File: src/rtl/au_pkt_pkg.sv
// ---------------------------------------------------------------------------
// au_pkt_pkg
// Shared types and helpers for the audio packetizer.
//   state_t           : packetizer FSM states
//   DROP_CNT_W        : width of the saturating drop counter
//   SEQ_BYTES         : bytes of sequence number at the start of the payload
//   PAYLOAD_OFS       : offset of frame data relative to the payload start
//   bytes_per_sample  : bytes occupied by one sample of a given width
//   pkt_bytes         : payload bytes of one complete packet
// Build option: AU_PKT_SEQ_NUM_EN adds a 16-bit little-endian sequence
// number in payload bytes 0..1 and the SEQ state.
// ---------------------------------------------------------------------------
package au_pkt_pkg;

   typedef enum logic [1:0] {
      ST_IDLE  = 2'd0,
`ifdef AU_PKT_SEQ_NUM_EN
      ST_SEQ   = 2'd1,
`endif
      ST_WRITE = 2'd2,
      ST_CHECK = 2'd3
   } state_t;

   localparam int DROP_CNT_W = 8;

`ifdef AU_PKT_SEQ_NUM_EN
   localparam int SEQ_BYTES = 2;
`else
   localparam int SEQ_BYTES = 0;
`endif

   localparam int PAYLOAD_OFS = SEQ_BYTES;

   function automatic int bytes_per_sample(input int sample_w);
      return (sample_w + 7) / 8;
   endfunction

   function automatic int pkt_bytes(input int nchan, input int sample_w, input int frames);
      return SEQ_BYTES + frames * nchan * bytes_per_sample(sample_w);
   endfunction

endpackage

File: src/rtl/au_pkt_serializer.sv
// ---------------------------------------------------------------------------
// au_pkt_serializer
// Captures one frame of NCHAN signed samples, sign-extends each to whole
// bytes and presents it one byte per step, channel 0 first, little-endian.
//   clk, rst_n : clock, asynchronous active-low reset
//   cap        : capture din into the shift register
//   next       : present the next byte on data (with cap: present byte 0)
//   din        : flattened samples, channel 0 in the LSBs
//   data       : currently presented byte (registered)
//   done       : data holds the last byte of the frame
// ---------------------------------------------------------------------------
module au_pkt_serializer
   import au_pkt_pkg::*;
#(
   parameter int NCHAN    = 2,
   parameter int SAMPLE_W = 16
) (
   input  logic                      clk,
   input  logic                      rst_n,
   input  logic                      cap,
   input  logic                      next,
   input  logic [NCHAN*SAMPLE_W-1:0] din,
   output logic [7:0]                data,
   output logic                      done
);

   localparam int B      = bytes_per_sample(SAMPLE_W);
   localparam int NBYTES = NCHAN * B;
   localparam int WORD_W = 8 * NBYTES;
   localparam int CNT_W  = $clog2(NBYTES + 1);

   logic [WORD_W-1:0] ext_word;
   logic [WORD_W-1:0] sreg;
   logic [CNT_W-1:0]  rem;

   // NOTE: every variable assigned in always_comb gets a default first, so no
   // path can leave it unassigned and infer a latch.
   always_comb begin
      ext_word = '0;
      for (int ch = 0; ch < NCHAN; ch++) begin
         ext_word[ch*8*B +: 8*B] = (8*B)'($signed(din[ch*SAMPLE_W +: SAMPLE_W]));
      end
   end

   // NOTE: pure datapath storage is left without reset; it is always loaded
   // by cap before anything reads it, and rem=0 marks it as empty.
   always_ff @(posedge clk) begin
      if (cap && next) begin
         sreg <= ext_word >> 8;
      end else if (cap) begin
         sreg <= ext_word;
      end else if (next) begin
         sreg <= sreg >> 8;
      end
   end

   // NOTE: sequential state uses non-blocking assignments so every register
   // samples the pre-edge values, independent of statement order.
   always_ff @(posedge clk or negedge rst_n) begin
      if (!rst_n) begin
         data <= '0;
         rem  <= '0;
      end else if (cap && next) begin
         data <= ext_word[7:0];
         rem  <= CNT_W'(NBYTES - 1);
      end else if (cap) begin
         rem  <= CNT_W'(NBYTES);
      end else if (next) begin
         data <= sreg[7:0];
         rem  <= rem - CNT_W'(1);
      end
   end

   assign done = (rem == '0);

endmodule

File: src/rtl/au_packetizer.sv
// ---------------------------------------------------------------------------
// au_packetizer
// Captures NCHAN PCM samples per strobe and writes them byte-wise into a
// ping-pong packet BRAM. A full bank is handed to the Ethernet transmitter
// while capture continues into the other bank; if the transmitter is busy
// the packet is dropped and the bank is refilled.
//   clk, rst_n : clock, asynchronous active-low reset
//   pcm_stb    : one-cycle frame strobe
//   pcm_data   : flattened signed samples, channel 0 in the LSBs
//   eth_busy   : transmitter busy, sampled when a packet completes
//   wr_en      : BRAM write enable
//   wr_addr    : BRAM byte address, MSB selects the bank
//   wr_data    : BRAM write data
//   eth_start  : one-cycle send request
//   eth_bank   : bank to send, valid with eth_start
//   drop_cnt   : saturating count of dropped packets
//   miss       : sticky, a strobe arrived while a frame was in progress
// Build option: AU_PKT_SEQ_NUM_EN prefixes each packet payload with a
// 16-bit little-endian sequence number.
// ---------------------------------------------------------------------------
module au_packetizer
   import au_pkt_pkg::*;
#(
   parameter int NCHAN          = 2,
   parameter int SAMPLE_W       = 16,
   parameter int FRAMES_PER_PKT = 32,
   parameter int HDR_LEN        = 14,
   parameter int ADDR_W         = 11
) (
   input  logic                      clk,
   input  logic                      rst_n,
   input  logic                      pcm_stb,
   input  logic [NCHAN*SAMPLE_W-1:0] pcm_data,
   input  logic                      eth_busy,
   output logic                      wr_en,
   output logic [ADDR_W-1:0]         wr_addr,
   output logic [7:0]                wr_data,
   output logic                      eth_start,
   output logic                      eth_bank,
   output logic [DROP_CNT_W-1:0]     drop_cnt,
   output logic                      miss
);

   localparam int PKT_BYTES  = pkt_bytes(NCHAN, SAMPLE_W, FRAMES_PER_PKT);
   localparam int BANK_BYTES = 2 ** (ADDR_W - 1);
   localparam int OFS_W      = ADDR_W - 1;
   localparam int FC_W       = $clog2(FRAMES_PER_PKT + 1);

   if (NCHAN < 1 || NCHAN > 16 || SAMPLE_W < 1 || SAMPLE_W > 24 ||
       FRAMES_PER_PKT < 1 || HDR_LEN + PKT_BYTES > BANK_BYTES) begin : g_bad_params
      $error("au_packetizer: parameters out of range or packet does not fit a bank");
   end

   state_t           state;
   logic             bank;
   logic [OFS_W-1:0] ofs;        // payload-relative offset of the next write
   logic [FC_W-1:0]  frame_cnt;
   logic             start_frame;
   logic             pkt_done;
   logic             ser_next;
   logic             ser_last;
   logic [7:0]       ser_data;
   logic [OFS_W-1:0] next_ofs_addr;

   assign start_frame   = (state == ST_IDLE) && pcm_stb;
   assign pkt_done      = (frame_cnt == FC_W'(FRAMES_PER_PKT - 1));
   assign next_ofs_addr = OFS_W'(HDR_LEN) + ofs;

`ifdef AU_PKT_SEQ_NUM_EN
   logic [15:0] seq;
   logic        seq_hi;
   logic        sel_seq;
   logic [7:0]  seq_data;
   logic        seq_first;

   assign seq_first = (frame_cnt == '0);
   // The serializer presents byte 0 when the last sequence byte retires.
   assign ser_next  = (start_frame && !seq_first) ||
                      ((state == ST_SEQ) && seq_hi) ||
                      ((state == ST_WRITE) && !ser_last);
   assign wr_data   = sel_seq ? seq_data : ser_data;
`else
   assign ser_next  = start_frame || ((state == ST_WRITE) && !ser_last);
   assign wr_data   = ser_data;
`endif

   au_pkt_serializer #(
      .NCHAN    (NCHAN),
      .SAMPLE_W (SAMPLE_W)
   ) u_ser (
      .clk   (clk),
      .rst_n (rst_n),
      .cap   (start_frame),
      .next  (ser_next),
      .din   (pcm_data),
      .data  (ser_data),
      .done  (ser_last)
   );

   always_ff @(posedge clk or negedge rst_n) begin
      if (!rst_n) begin
         state     <= ST_IDLE;
         bank      <= 1'b0;
         ofs       <= '0;
         frame_cnt <= '0;
         wr_en     <= 1'b0;
         wr_addr   <= '0;
         eth_start <= 1'b0;
         eth_bank  <= 1'b0;
         drop_cnt  <= '0;
         miss      <= 1'b0;
`ifdef AU_PKT_SEQ_NUM_EN
         seq       <= '0;
         seq_hi    <= 1'b0;
         sel_seq   <= 1'b0;
         seq_data  <= '0;
`endif
      end else begin
         eth_start <= 1'b0;
         if (pcm_stb && (state != ST_IDLE)) begin
            miss <= 1'b1;
         end

         case (state)
            ST_IDLE: begin
               if (pcm_stb) begin
                  wr_en   <= 1'b1;
                  wr_addr <= {bank, next_ofs_addr};
                  ofs     <= ofs + OFS_W'(1);
`ifdef AU_PKT_SEQ_NUM_EN
                  if (seq_first) begin
                     state    <= ST_SEQ;
                     sel_seq  <= 1'b1;
                     seq_hi   <= 1'b0;
                     seq_data <= seq[7:0];
                  end else begin
                     state <= ST_WRITE;
                  end
`else
                  state <= ST_WRITE;
`endif
               end
            end

`ifdef AU_PKT_SEQ_NUM_EN
            ST_SEQ: begin
               wr_addr <= {bank, next_ofs_addr};
               ofs     <= ofs + OFS_W'(1);
               if (!seq_hi) begin
                  seq_hi   <= 1'b1;
                  seq_data <= seq[15:8];
               end else begin
                  sel_seq <= 1'b0;
                  state   <= ST_WRITE;
               end
            end
`endif

            ST_WRITE: begin
               if (ser_last) begin
                  wr_en <= 1'b0;
                  state <= ST_CHECK;
               end else begin
                  wr_addr <= {bank, next_ofs_addr};
                  ofs     <= ofs + OFS_W'(1);
               end
            end

            ST_CHECK: begin
               state <= ST_IDLE;
               if (pkt_done) begin
                  frame_cnt <= '0;
                  ofs       <= '0;
                  if (!eth_busy) begin
                     eth_start <= 1'b1;
                     eth_bank  <= bank;
                     bank      <= ~bank;
`ifdef AU_PKT_SEQ_NUM_EN
                     seq       <= seq + 16'd1;
`endif
                  end else if (drop_cnt != '1) begin
                     drop_cnt <= drop_cnt + DROP_CNT_W'(1);
                  end
               end else begin
                  frame_cnt <= frame_cnt + FC_W'(1);
               end
            end

            default: state <= ST_IDLE;
         endcase
      end
   end

endmodule

File: config.mk
export PLATFORM = sky130hd
export DESIGN_NAME = au_packetizer
export DESIGN_NICKNAME = d
export VERILOG_FILES = /design/src/rtl/au_pkt_pkg.sv /design/src/rtl/au_pkt_serializer.sv /design/src/rtl/au_packetizer.sv
export SDC_FILE = /design/constraint.sdc
export NUM_CORES = 1
export LEC_CHECK = 0
export CORE_AREA = 2 2 101 93
export DETAILED_ROUTE_END_ITERATION = 6
export DIE_AREA = 0 0 103 95
export GPL_TIMING_DRIVEN = 1
export PLACE_DENSITY = 0.68
export SLEW_MARGIN = 0
export SYNTH_ARGS = -nofsm -noshare
export SYNTH_HDL_FRONTEND = slang
export SYNTH_SLANG_ARGS = --single-unit
export TNS_END_PERCENT = 20
File: constraint.sdc
create_clock -name clk -period 2.65 [get_ports clk]
set_input_delay 0.3975 -clock clk [delete_from_list [all_inputs] [get_ports clk]]
set_output_delay 0.3975 -clock clk [all_outputs]
set_load 0.05 [all_outputs]
==> results of run 1 <==
## sequential cells by signal, indices dropped and copies added, names as in the netlist, 2 cells and up
signal and flops:
u_ser.rem 3, frame_cnt 6, state 2, u_ser.sreg 32
ofs 10, drop_cnt 8, u_ser.data 8, wr_addr 11
## layout make-up
type | count | area, um^2
clock buffers | 9 | 124
clock inverters | 7 | 95.1
fillers | 790 | 4010
inverters | 9 | 33.8
multi-input cells | 207 | 1490
flip-flops and latches | 85 | 2210
well taps | 122 | 153
repair buffers | 72 | 726
## logic make-up (layout without fill, tap and decap cells)
kind of cell | Yosys count | count (layout) | share of synthesized area
compound gates | 45 | 45 | 0.0702
xor+xnor | 17 | 17 | 0.0389
fa+ha+maj | 7 | 7 | 0.0229
buf+inv | 26 | 97 | 0.0349
flops | 85 | 85 | 0.576
mux | 38 | 38 | 0.110
simple gates | 100 | 100 | 0.147
## how the worst max path moves through the flow
stage	slack [ps]	end	startpoint
4_1_cts	570	drop_cnt[0]	drop_cnt[0]
6_report	600	drop_cnt[0]	drop_cnt[0]
3_3_place_gp	590	u_ser.sreg[14]	pcm_stb
5_1_grt	490	ofs[7]	u_ser.rem[0]
3_5_place_dp	590	u_ser.sreg[12]	pcm_stb
2_1_floorplan	760	u_ser.sreg[0]	u_ser.rem[0]
## layer usage
| layer | track usage | vias up |
|---|---|---|
| met3 | 0.0326 | 9 |
| met5 | 0 | - |
| met2 | 0.229 | 44 |
| met1 | 0.225 | 1202 |
| li1 | - | 1250 |
| met4 | 0.0526 | 0 |
## per-stage QoR
step	total power, mW	utilization	setup slack (ps)	cells
4_1_cts	5.49	0.546	574	511
2_1_floorplan	3.80	-	764	318
3_5_place_dp	4.46	0.522	595	495
5_1_grt	5.79	0.546	491	511
6_report	5.42	0.546	599	511
3_3_place_gp	4.41	0.522	590	495
## cells in the final DEF, fill, tap and decap left out, types with 2 or more instances in the layout
cell type | synthesis | layout
xor2_1 | 6 | 6
a31oi_1 | 4 | 4
clkbuf_8 | 0 | 9
dfrtp_1 | 53 | 53
nor3_1 | 3 | 3
o21ai_0 | 23 | 23
mux2_1 | 5 | 5
clkinv_2 | 0 | 2
o22ai_1 | 3 | 3
buf_4 | 5 | 4
mux2i_1 | 9 | 9
nand4_1 | 10 | 10
o21ai_1 | 3 | 3
nand2_1 | 38 | 38
xnor2_1 | 11 | 11
clkdlybuf4s50_1 | 0 | 65
inv_1 | 8 | 8
dfxtp_1 | 8 | 8
inv_6 | 0 | 2
edfxtp_1 | 24 | 24
and3_1 | 2 | 2
a21o_1 | 3 | 3
ha_1 | 7 | 7
mux2_2 | 23 | 23
and2_1 | 10 | 10
nand2b_1 | 8 | 8
buf_12 | 0 | 2
nor2_1 | 12 | 12
nand3_1 | 4 | 4
a21oi_1 | 2 | 2
bufinv_16 | 0 | 2
and4_1 | 3 | 3
a22o_1 | 3 | 3
## power by group
part	internal, mW	switching (mW)
clock network	0.534	0.477
logic	0.885	1.36
registers	1.89	0.263
total	3.31	2.10
==> load_flow_metrics.sql, run 1 <==
INSERT INTO impl_metrics (metric_group, metric, value, unit) VALUES
('floorplan', 'fp.dieArea', '9790', 'um^2'),
('clock_network', 'clock_sink_count', '85', ''),
('worst_setup_path', 'timing.critical_path.slowest_stage_cell', 'clkdlybuf4s50_1', ''),
('worst_setup_path', 'r2r_setup_slack', '660', 'ps'),
('grt', 'first_global_vias', '2352', ''),
('grt', 'global_route_wire_length_before_repair', '11500', 'um'),
('route', 'drc', '0', ''),
('pwr', 'ir_worst_vdd', '0.564', 'mV'),
('worst_setup_path', 'critPathBufInv', '1', ''),
('worst_setup_path', 'crit_path_start_kind', 'flop', ''),
('final_layout', 'fraction_of_final_layout_cells_with_drive_strength_greater_than_1', '0.144', ''),
('floorplan', 'chipHeight', '95', 'um'),
('clock_network', 'cts.hold.buffers_added', '0', ''),
('status', 'outcome', 'finished clean', ''),
('timing', 'timing.clock.skew', '8.63', 'ps'),
('clock_network', 'clk_pin_slew', '90', 'ps'),
('worst_setup_path', 'crit_required', '2250', 'ps'),
('synthesis', 'avgSynthCellArea', '12.0', 'um^2'),
('synthesis', 'synth-async-reset-ratio', '0.624', ''),
('placement', 'numPortBuffers', '66', ''),
('floorplan', 'core', '8840', 'um^2'),
('timing', 'hold_slack', '156', 'ps'),
('placement', 'post_dp_cell_area', '4610', 'um^2'),
('hold_path', 'hold_path.class', 'in2async', ''),
('route', 'met3WireLength', '227', 'um'),
('route', 'highest_layer', 'met4', ''),
('grt', 'grt_max_degree', '54', ''),
('worst_setup_path', 'cp_data_arrival_time', '1650', 'ps'),
('clock_network', 'cts_max_path_buffers', '2', ''),
('timing', 'final_report_hold_violation_count', '0', ''),
('worst_setup_path', 'critical_path.cell_chain', 'clkdlybuf4s50_1', ''),
('worst_setup_path', 'timing.critical_path.slowest_cell_delay', '840', 'ps'),
('route', 'wl_per_cell', '14.0', 'um'),
('worst_setup_path', 'worst-setup-path-type', 'reg2out', ''),
('clock_network', 'cts_resized', '0', ''),
('timing', 'report.final.slew_viol_count', '0', ''),
('clock_network', 'cts_root_buf', 'clkbuf_8', ''),
('clock_network', 'cts.repair_timing.setup_buffer_count', '0', ''),
('clock_network', 'clock_latency', '350', 'ps'),
('route', 'viasPerCell', '4.90', ''),
('synthesis', 'synth_cell_type_count', '46', ''),
('placement', 'hpwlAfterDp', '4860', 'um'),
('timing', 'final-setup-viol-count', '0', ''),
('grt', 'grt_antenna_before_repair', '0', ''),
('pwr', 'leakage', '2.04', 'nW'),
('route', 'route.layer.met1.wl', '3480', 'um'),
('synthesis', 'synth_edf_count', '24', ''),
('floorplan', 'initial_core_util', '0.434', ''),
('clock_network', 'cts_inserted_buffers', '9', ''),
('final_layout', 'nets', '427', ''),
('synthesis', 'synth_sequential_area_ratio', '0.576', ''),
('floorplan', 'io_pins', '67', ''),
('timing', 'final_period_minus_worst_setup_slack', '2050', 'ps'),
('worst_setup_path', 'critical-path-top-delay-family', 'buffers and inverters', ''),
('grt', 'overflow', '0', ''),
('timing', 'rsz0062_at_grt', 'no', ''),
('synthesis', 'commonest_cells_post_synth', 'dfrtp_1 (53), nand2_1 (38), edfxtp_1 (24)', ''),
('timing', 'maxClockFrequency', '488', 'MHz'),
('worst_setup_path', 'r2r_cells', '6', ''),
('route', 'final_antenna_net_count', '0', ''),
('placement', 'placer_congestion_estimate', '0.734', ''),
('final_layout', 'antenna-diode-count', '0', ''),
('synthesis', 'yosysWarningCount', '0', ''),
('synthesis', 'yosys_register_bits', '85', ''),
('synthesis', 'synth_top_area_cell', 'dfrtp_1', ''),
('clock_network', 'htree_levels', '3', ''),
('worst_setup_path', 'timing.rr.start', 'frame_cnt[0]', ''),
('clock_network', 'tritoncts', 'yes', ''),
('synthesis', 'synth_most_common_cell', 'dfrtp_1', ''),
('floorplan', 'rows', '33', ''),
('synthesis', 'syn-num-nets', '361', '');
No activity file was read; power rests on OpenSTA's default activity.
==> run 2: changes to the inputs <==
--- a/config.mk
+++ b/config.mk
@@ -9,7 +9,7 @@
 export DETAILED_ROUTE_END_ITERATION = 6
 export DIE_AREA = 0 0 103 95
 export GPL_TIMING_DRIVEN = 1
-export PLACE_DENSITY = 0.68
+export PLACE_DENSITY = 0.71
 export SLEW_MARGIN = 0
 export SYNTH_ARGS = -nofsm -noshare
 export SYNTH_HDL_FRONTEND = slang
==> constraint.sdc (replaced) <==
create_clock -name clk -period 1.75 [get_ports clk]
set_input_delay 0.2625 -clock clk [delete_from_list [all_inputs] [get_ports clk]]
set_output_delay 0.2625 -clock clk [all_outputs]
set_load 0.05 [all_outputs]
==> load_flow_metrics.sql, run 2 (synthesis results as in run 1) <==
INSERT INTO impl_metrics (metric_group, metric, value, unit) VALUES
('status', 'outcome', 'finished clean', ''),
('route', 'first_pass_iters', '4', ''),
('pwr', 'comb_power_share', '0.463', ''),
('pwr', 'power.internal', '5.29', 'mW'),
('floorplan', 'rows', '33', ''),
('grt', 'global_route_wire_length_before_repair', '12800', 'um'),
('clock_network', 'cts_max_path_buffers', '2', ''),
('clock_network', 'htree_levels', '3', ''),
('placement', 'post_dp_cell_area', '4710', 'um^2'),
('grt', 'grt_max_degree', '54', ''),
('placement', 'numPortBuffers', '66', ''),
('worst_setup_path', 'crit_required', '1990', 'ps'),
('timing', 'hold_slack', '431', 'ps'),
('grt', 'grt_use_met1', '0.228', ''),
('final_layout', 'fraction_of_final_layout_cells_with_drive_strength_greater_than_1', '0.288', ''),
('floorplan', 'io_pins', '67', ''),
('clock_network', 'clock_latency', '360', 'ps'),
('grt', 'grt_antenna_before_repair', '0', ''),
('floorplan', 'initial_core_util', '0.434', ''),
('placement', 'placer_congestion_estimate', '0.829', ''),
('timing', 'rsz0062_at_grt', 'yes', ''),
('grt', 'grt_most_used_layer', 'met2', ''),
('grt', 'grt_util_all_layers', '0.170', ''),
('timing', 'final_period_minus_worst_setup_slack', '1740', 'ps'),
('worst_setup_path', 'critPathBufInv', '3', ''),
('worst_setup_path', 'timing.rr.start', 'u_ser.rem[1]', ''),
('timing', 'timing.slew.headroom', '0.683', ''),
('clock_network', 'cts_inserted_buffers', '9', ''),
('timing', 'worstMarginPinSlew', '472', 'ps'),
('worst_setup_path', 'crit_path_start_kind', 'flop', ''),
('clock_network', 'tritoncts', 'yes', ''),
('route', 'final_antenna_net_count', '0', ''),
('hold_path', 'hold_path.class', 'in2async', ''),
('worst_setup_path', 'r2r_cells', '9', ''),
('pwr', 'pwr_total', '8.77', 'mW'),
('final_layout', 'instances_no_fill', '535', ''),
('route', 'wl_per_cell', '14.6', 'um'),
('route', 'route.vias.total', '2685', ''),
('pwr', 'power.density_cell_area', '1740', 'nW/um^2'),
('floorplan', 'die_w', '103', 'um'),
('clock_network', 'clock_sink_count', '85', ''),
('grt', 'grt.met2_usage', '0.268', ''),
('worst_setup_path', 'timing.critical_path.mode_cell', 'ha_4', ''),
('final_layout', 'nets', '451', ''),
('grt', 'overflow', '0', ''),
('final_layout', 'design_area', '5030', 'um^2'),
('clock_network', 'clk_pin_slew', '90', 'ps'),
('floorplan', 'core', '8840', 'um^2'),
('placement', 'hpwlAfterDp', '5310', 'um'),
('pwr', 'power.switching', '3.49', 'mW'),
('worst_setup_path', 'cp_data_arrival_time', '1980', 'ps'),
('timing', 'post-route-period-util', '0.994', ''),
('worst_setup_path', 'rr_endpoint', 'ofs[7]', ''),
('pwr', 'power.switching_fraction', '0.398', ''),
('pwr', 'power.clock.fraction', '0.160', ''),
('worst_setup_path', 'timing.critical_path.slowest_cell_delay', '390', 'ps'),
('grt', 'globalRouteMet3Util', '0.0481', ''),
('route', 'drc', '0', ''),
('clock_network', 'cts_root_buf', 'clkbuf_8', ''),
('final_layout', 'max_reg_flops', '32', ''),
('final_layout', 'antenna-diode-count', '0', ''),
('pwr', 'ir_worst_vdd', '1.09', 'mV'),
('pwr', 'share_seq_of_total_power', '0.377', ''),
('worst_setup_path', 'timing.critical_path.fanout_max', '4', ''),
('final_layout', 'multiInputGateArea', '1550', 'um^2'),
('worst_setup_path', 'r2r_setup_slack', '10', 'ps'),
('timing', 'timing.clock.skew', '10.9', 'ps'),
('timing', 'final-setup-viol-count', '0', ''),
('final_layout', 'largest_registers', 'u_ser.sreg: 32 flops, wr_addr: 11 flops, ofs: 10 flops', ''),
('final_layout', 'fillerInstances', '779', ''),
('final_layout', 'largest_register', 'u_ser.sreg', ''),
('worst_setup_path', 'end_kind', 'flop', ''),
('timing', 'maxClockFrequency', '575', 'MHz'),
('worst_setup_path', 'critical_path.cell_chain', 'inv_2 > ha_4 > ha_4 > nand2b_4 > a21o_4 > clkinvlp_4 > buf_6 > and2_1 > mux2_2', ''),
('timing', 'report.final.slew_viol_count', '0', ''),
('final_layout', 'layout-area-overhead-vs-synth', '31.3', '%'),
('pwr', 'leakage', '2.18', 'nW'),
('worst_setup_path', 'critical-path-top-delay-family', 'flip-flops', ''),
('final_layout', 'most-common-layout-cells', 'dfrtp_1 (47), buf_4 (47), nand2_1 (38)', ''),
('timing', 'setup_tns_final', '0', 'ps'),
('route', 'viasPerCell', '5.02', ''),
('placement', 'post-place-cells', '514', ''),
('grt', 'first_global_vias', '2660', ''),
('flow_run', 'timing.max_cap.violations', '0', ''),
('worst_setup_path', 'worst-setup-path-type', 'reg2reg', ''),
('timing', 'final_report_hold_violation_count', '0', ''),
('floorplan', 'chipHeight', '95', 'um'),
('route', 'drt-total-wl', '7830', 'um'),
('floorplan', 'fp.dieArea', '9790', 'um^2'),
('worst_setup_path', 'timing.critical_path.slowest_stage_cell', 'dfrtp_1', ''),
('route', 'initialDrtViolationCount', '163', ''),
('final_layout', 'layout.area.seq', '2210', 'um^2');
[run 2: final cells by class]
cell class,count,share of cell area
well taps,122,0.0303
multi-input cells,207,0.308
repair inverters,1,0.00149
repair buffers,95,0.173
clock inverters,7,0.0147
inverters,9,0.00771
clock buffers,9,0.0246
flip-flops and latches,85,0.440
[run 2: how the worst max path moves through the flow]
| stage | start | endpoint | slack [ps] | cells after the start |
|---|---|---|---|---|
| 5_1_grt | u_ser.rem[1] | ofs[7] | -60 | 9 |
| 3_5_place_dp | pcm_stb | u_ser.sreg[18] | -140 | 4 |
| 3_3_place_gp | pcm_stb | u_ser.sreg[5] | -90 | 4 |
| 4_1_cts | u_ser.rem[0] | ofs[7] | -30 | 9 |
| 6_report | u_ser.rem[1] | ofs[7] | 10 | 9 |
| 2_1_floorplan | drop_cnt[4] | drop_cnt[1] | 1 | 4 |
[run 2: routing by layer]
metal | part of all wire | vias up
met5 | 0 | -
met4 | 0.013 | 0
met3 | 0.029 | 11
met2 | 0.50 | 41
met1 | 0.46 | 1331
li1 | - | 1302
[run 2: power groups by stage]
stage / combinational, mW / clock, mW / sequential, mW
3_3_place_gp: 3.64 / 0 / 3.28
5_1_grt: 4.44 / 1.54 / 3.38
6_report: 4.06 / 1.41 / 3.31
3_5_place_dp: 3.75 / 0 / 3.32
4_1_cts: 3.89 / 1.44 / 3.28
2_1_floorplan: 2.01 / 0 / 3.83
[run 2: what timing repair did]
item / in CTS / in global routing
cloned: 1 / 0
pin swaps: 0 / 8
gates resized for setup: 10 / 17
setup buffers: 1 / 2
hold endpoints to repair: 53 / 0
hold buffers: 1 / 0
endpoints found under the setup margin: 32 / 48
[run 2: stage by stage]
step                      worst slack [ps]  utilization
after floorplan                       1.22            -
after global placement               -94.7        0.534
after detailed placement              -137        0.534
after CTS                            -30.3        0.561
after global routing                 -64.1        0.569
final                                 10.9        0.569
[run 2: worst register-to-register path: cells and delay by family (launching register included)]
kind,cells,cell delay [ps]
adders and majority gates,2,250
buffers and inverters,3,330
DFF,1,390
muxes,1,250
AOI/OAI and AO/OA,1,170
and+or+nand+nor,2,230
==> run 3: changes to the inputs <==
--- a/config.mk
+++ b/config.mk
@@ -5,9 +5,10 @@
 export SDC_FILE = /design/constraint.sdc
 export NUM_CORES = 1
 export LEC_CHECK = 0
-export CORE_AREA = 2 2 101 93
+export ABC_AREA = 1
+export CORE_AREA = 2 2 102 94
 export DETAILED_ROUTE_END_ITERATION = 6
-export DIE_AREA = 0 0 103 95
+export DIE_AREA = 0 0 104 96
 export GPL_TIMING_DRIVEN = 1
 export PLACE_DENSITY = 0.71
 export SLEW_MARGIN = 0
==> load_flow_metrics.sql, run 3 <==
INSERT INTO impl_metrics (metric_group, metric, value, unit) VALUES
('synthesis', 'post_synthesis_cells', '455', ''),
('timing', 'final_report_hold_violation_count', '0', ''),
('worst_setup_path', 'end_kind', 'flop', ''),
('pwr', 'leakage', '2.33', 'nW'),
('timing', 'report.final.slew_viol_count', '0', ''),
('timing', 'timing.clock.skew', '7.56', 'ps'),
('worst_setup_path', 'crit_required', '2030', 'ps'),
('timing', 'worstMarginPinSlew', '486', 'ps'),
('final_layout', 'layout.area.seq', '2210', 'um^2'),
('final_layout', 'fraction_of_final_layout_cells_with_drive_strength_greater_than_1', '0.129', ''),
('route', 'wl_per_cell', '11.7', 'um'),
('clock_network', 'cts_inserted_buffers', '9', ''),
('synthesis', 'yosys_register_bits', '85', ''),
('pwr', 'ir_worst_vdd', '0.791', 'mV'),
('flow_run', 'timing.max_cap.violations', '0', ''),
('grt', 'grt_max_degree', '54', ''),
('final_layout', 'nets', '571', ''),
('final_layout', 'antenna-diode-count', '0', ''),
('pwr', 'power.density_cell_area', '1680', 'nW/um^2'),
('placement', 'numPortBuffers', '66', ''),
('clock_network', 'htree_levels', '3', ''),
('timing', 'final-setup-viol-count', '0', ''),
('placement', 'post_dp_cell_area', '4670', 'um^2'),
('route', 'final_antenna_net_count', '0', ''),
('timing', 'rsz0062_at_grt', 'yes', ''),
('grt', 'first_global_vias', '2868', ''),
('timing', 'post-route-period-util', '0.941', ''),
('grt', 'overflow', '0', ''),
('route', 'route.vias.total', '3103', ''),
('timing', 'final_period_minus_worst_setup_slack', '1650', 'ps'),
('floorplan', 'fp.dieArea', '9980', 'um^2'),
('final_layout', 'layout-area-overhead-vs-synth', '26.0', '%'),
('grt', 'globalRouteMet3Util', '0.0359', ''),
('synthesis', 'synth_most_common_cell', 'nand2_1', ''),
('clock_network', 'clk_pin_slew', '90', 'ps'),
('synthesis', 'synth-async-reset-ratio', '0.624', ''),
('route', 'drt-total-wl', '7670', 'um'),
('grt', 'grt_antenna_before_repair', '0', ''),
('floorplan', 'die_w', '104', 'um'),
('final_layout', 'most-common-layout-cells', 'nand2_1 (164), dfrtp_1 (53), inv_1 (43)', ''),
('synthesis', 'syn-num-nets', '498', ''),
('synthesis', 'post-synth-top-area-fraction', '0.340', ''),
('placement', 'placer_congestion_estimate', '0.838', ''),
('floorplan', 'chipHeight', '96', 'um'),
('worst_setup_path', 'timing.critical_path.fanout_max', '22', ''),
('final_layout', 'fillerInstances', '832', ''),
('grt', 'grt_use_met1', '0.197', ''),
('worst_setup_path', 'worst-setup-path-type', 'reg2reg', ''),
('synthesis', 'postSynth.topFlopCell', 'dfrtp_1', ''),
('grt', 'global_route_wire_length_before_repair', '12900', 'um'),
('floorplan', 'io_pins', '67', ''),
('route', 'viasPerCell', '4.74', ''),
('final_layout', 'design_area', '4910', 'um^2'),
('final_layout', 'layout_commonest_cell', 'nand2_1', ''),
('synthesis', 'synth_sequential_area_ratio', '0.566', ''),
('clock_network', 'cts.repair_timing.setup_buffer_count', '0', ''),
('clock_network', 'tritoncts', 'yes', ''),
('placement', 'hpwlAfterDp', '5450', 'um'),
('synthesis', 'synth_top_area_cell', 'dfrtp_1', ''),
('final_layout', 'max_reg_flops', '32', ''),
('final_layout', 'instances_no_fill', '655', ''),
('floorplan', 'core', '8920', 'um^2'),
('grt', 'grt_most_used_layer', 'met2', ''),
('final_layout', 'largest_registers', 'u_ser.sreg: 32 flops, wr_addr: 11 flops, ofs: 10 flops', ''),
('synthesis', 'synth_edf_count', '24', ''),
('timing', 'setup_tns_final', '0', 'ps'),
('route', 'initialDrtViolationCount', '140', ''),
('clock_network', 'clock_sink_count', '85', ''),
('floorplan', 'initial_core_util', '0.437', ''),
('synthesis', 'commonest_cells_post_synth', 'nand2_1 (165), dfrtp_1 (53), inv_1 (43)', ''),
('route', 'drc', '0', ''),
('hold_path', 'hold_path.class', 'in2async', ''),
('timing', 'maxClockFrequency', '607', 'MHz'),
('worst_setup_path', 'crit_path_start_kind', 'flop', ''),
('route', 'first_pass_iters', '5', ''),
('grt', 'grt.met2_usage', '0.288', ''),
('worst_setup_path', 'cp_data_arrival_time', '1930', 'ps'),
('clock_network', 'cts_root_buf', 'clkbuf_8', ''),
('synthesis', 'synth_area_leaders', 'dfrtp_1 (34%), edfxtp_1 (18%), nand2_1 (16%), o21ai_0 (4.6%), inv_1 (4.1%)', ''),
('synthesis', 'syn_area', '3900', 'um^2'),
('final_layout', 'largest_register', 'u_ser.sreg', ''),
('synthesis', 'synth_cell_type_count', '30', ''),
('final_layout', 'multiInputGateArea', '1450', 'um^2'),
('synthesis', 'yosysWarningCount', '0', ''),
('clock_network', 'cts_max_path_buffers', '2', ''),
('grt', 'grt_util_all_layers', '0.160', ''),
('floorplan', 'rows', '33', ''),
('status', 'outcome', 'finished clean', ''),
('synthesis', 'avgSynthCellArea', '8.56', 'um^2'),
('clock_network', 'clock_latency', '350', 'ps'),
('placement', 'post-place-cells', '638', ''),
('timing', 'hold_slack', '415', 'ps'),
('timing', 'timing.slew.headroom', '0.677', '');
[run 3: metrics by stage]
stage	util	worst slack, ps	total power, mW
2_1_floorplan	-	123	5.66
3_3_place_gp	0.523	137	6.62
3_5_place_dp	0.523	43.3	6.71
4_1_cts	0.549	14.6	8.26
5_1_grt	0.551	-8.93	8.84
6_report	0.551	103	8.23
[run 3: metal layers]
| layer | part of all wire | vias up |
|---|---|---|
| met2 | 0.49 | 60 |
| met5 | 0 | - |
| met4 | 0.0061 | 0 |
| met3 | 0.037 | 5 |
| li1 | - | 1592 |
| met1 | 0.47 | 1446 |
[run 3: final timing paths]
kind / from / slack, ps / endpoint / cells after the start
max in group asynchronous: rst_n / 1080 / drop_cnt[7] / 3
worst min-delay path: rst_n / 420 / frame_cnt[5] / 3
worst max-delay path: u_ser.rem[0] / 100 / u_ser.data[6] / 9
worst min register to register: u_ser.sreg[24] / 430 / u_ser.sreg[24] / 2
worst max register to register: u_ser.rem[0] / 100 / u_ser.data[6] / 9
min in group clk: u_ser.sreg[24] / 430 / u_ser.sreg[24] / 2
[run 3: cells by family after synthesis]
logic type / Yosys count / synth area share
AND/OR/NAND/NOR: 235 / 0.245
flip-flops: 85 / 0.566
adder cells (fa/ha/maj): 7 / 0.0225
XOR/XNOR: 9 / 0.0202
AO/OA/AOI/OAI: 60 / 0.0822
buffers and inverters: 59 / 0.0633
[run 3: cell type report]
cell class | count | area share
multi-input combinational | 311 | 0.295
clock buffer | 9 | 0.0252
timing repair buffer | 75 | 0.143
clock inverter | 7 | 0.0199
sequential | 85 | 0.450
tap | 122 | 0.0311
inverter | 46 | 0.0357
[run 3: report_power, final]
group / switching, mW / total [mW] / internal, mW
sequential: 0.349 / 3.21 / 2.86
clock: 0.716 / 1.53 / 0.811
combinational: 2.32 / 3.49 / 1.17
[run 3: critical path: stages (launching register included)]
cell and delay [ps]:
dfrtp_1 380, inv_1 60, ha_1 190, ha_1 190, inv_1 80, nand2_2 110
nand2_4 150, buf_12 170, o21ai_0 110, o21ai_1 130
[run 3: repair_timing]
action	CTS	global route
pin swaps	0	1
endpoints found under the hold margin	53	0
resized for setup	1	5
setup endpoints to repair	1	21
hold buffers	1	0
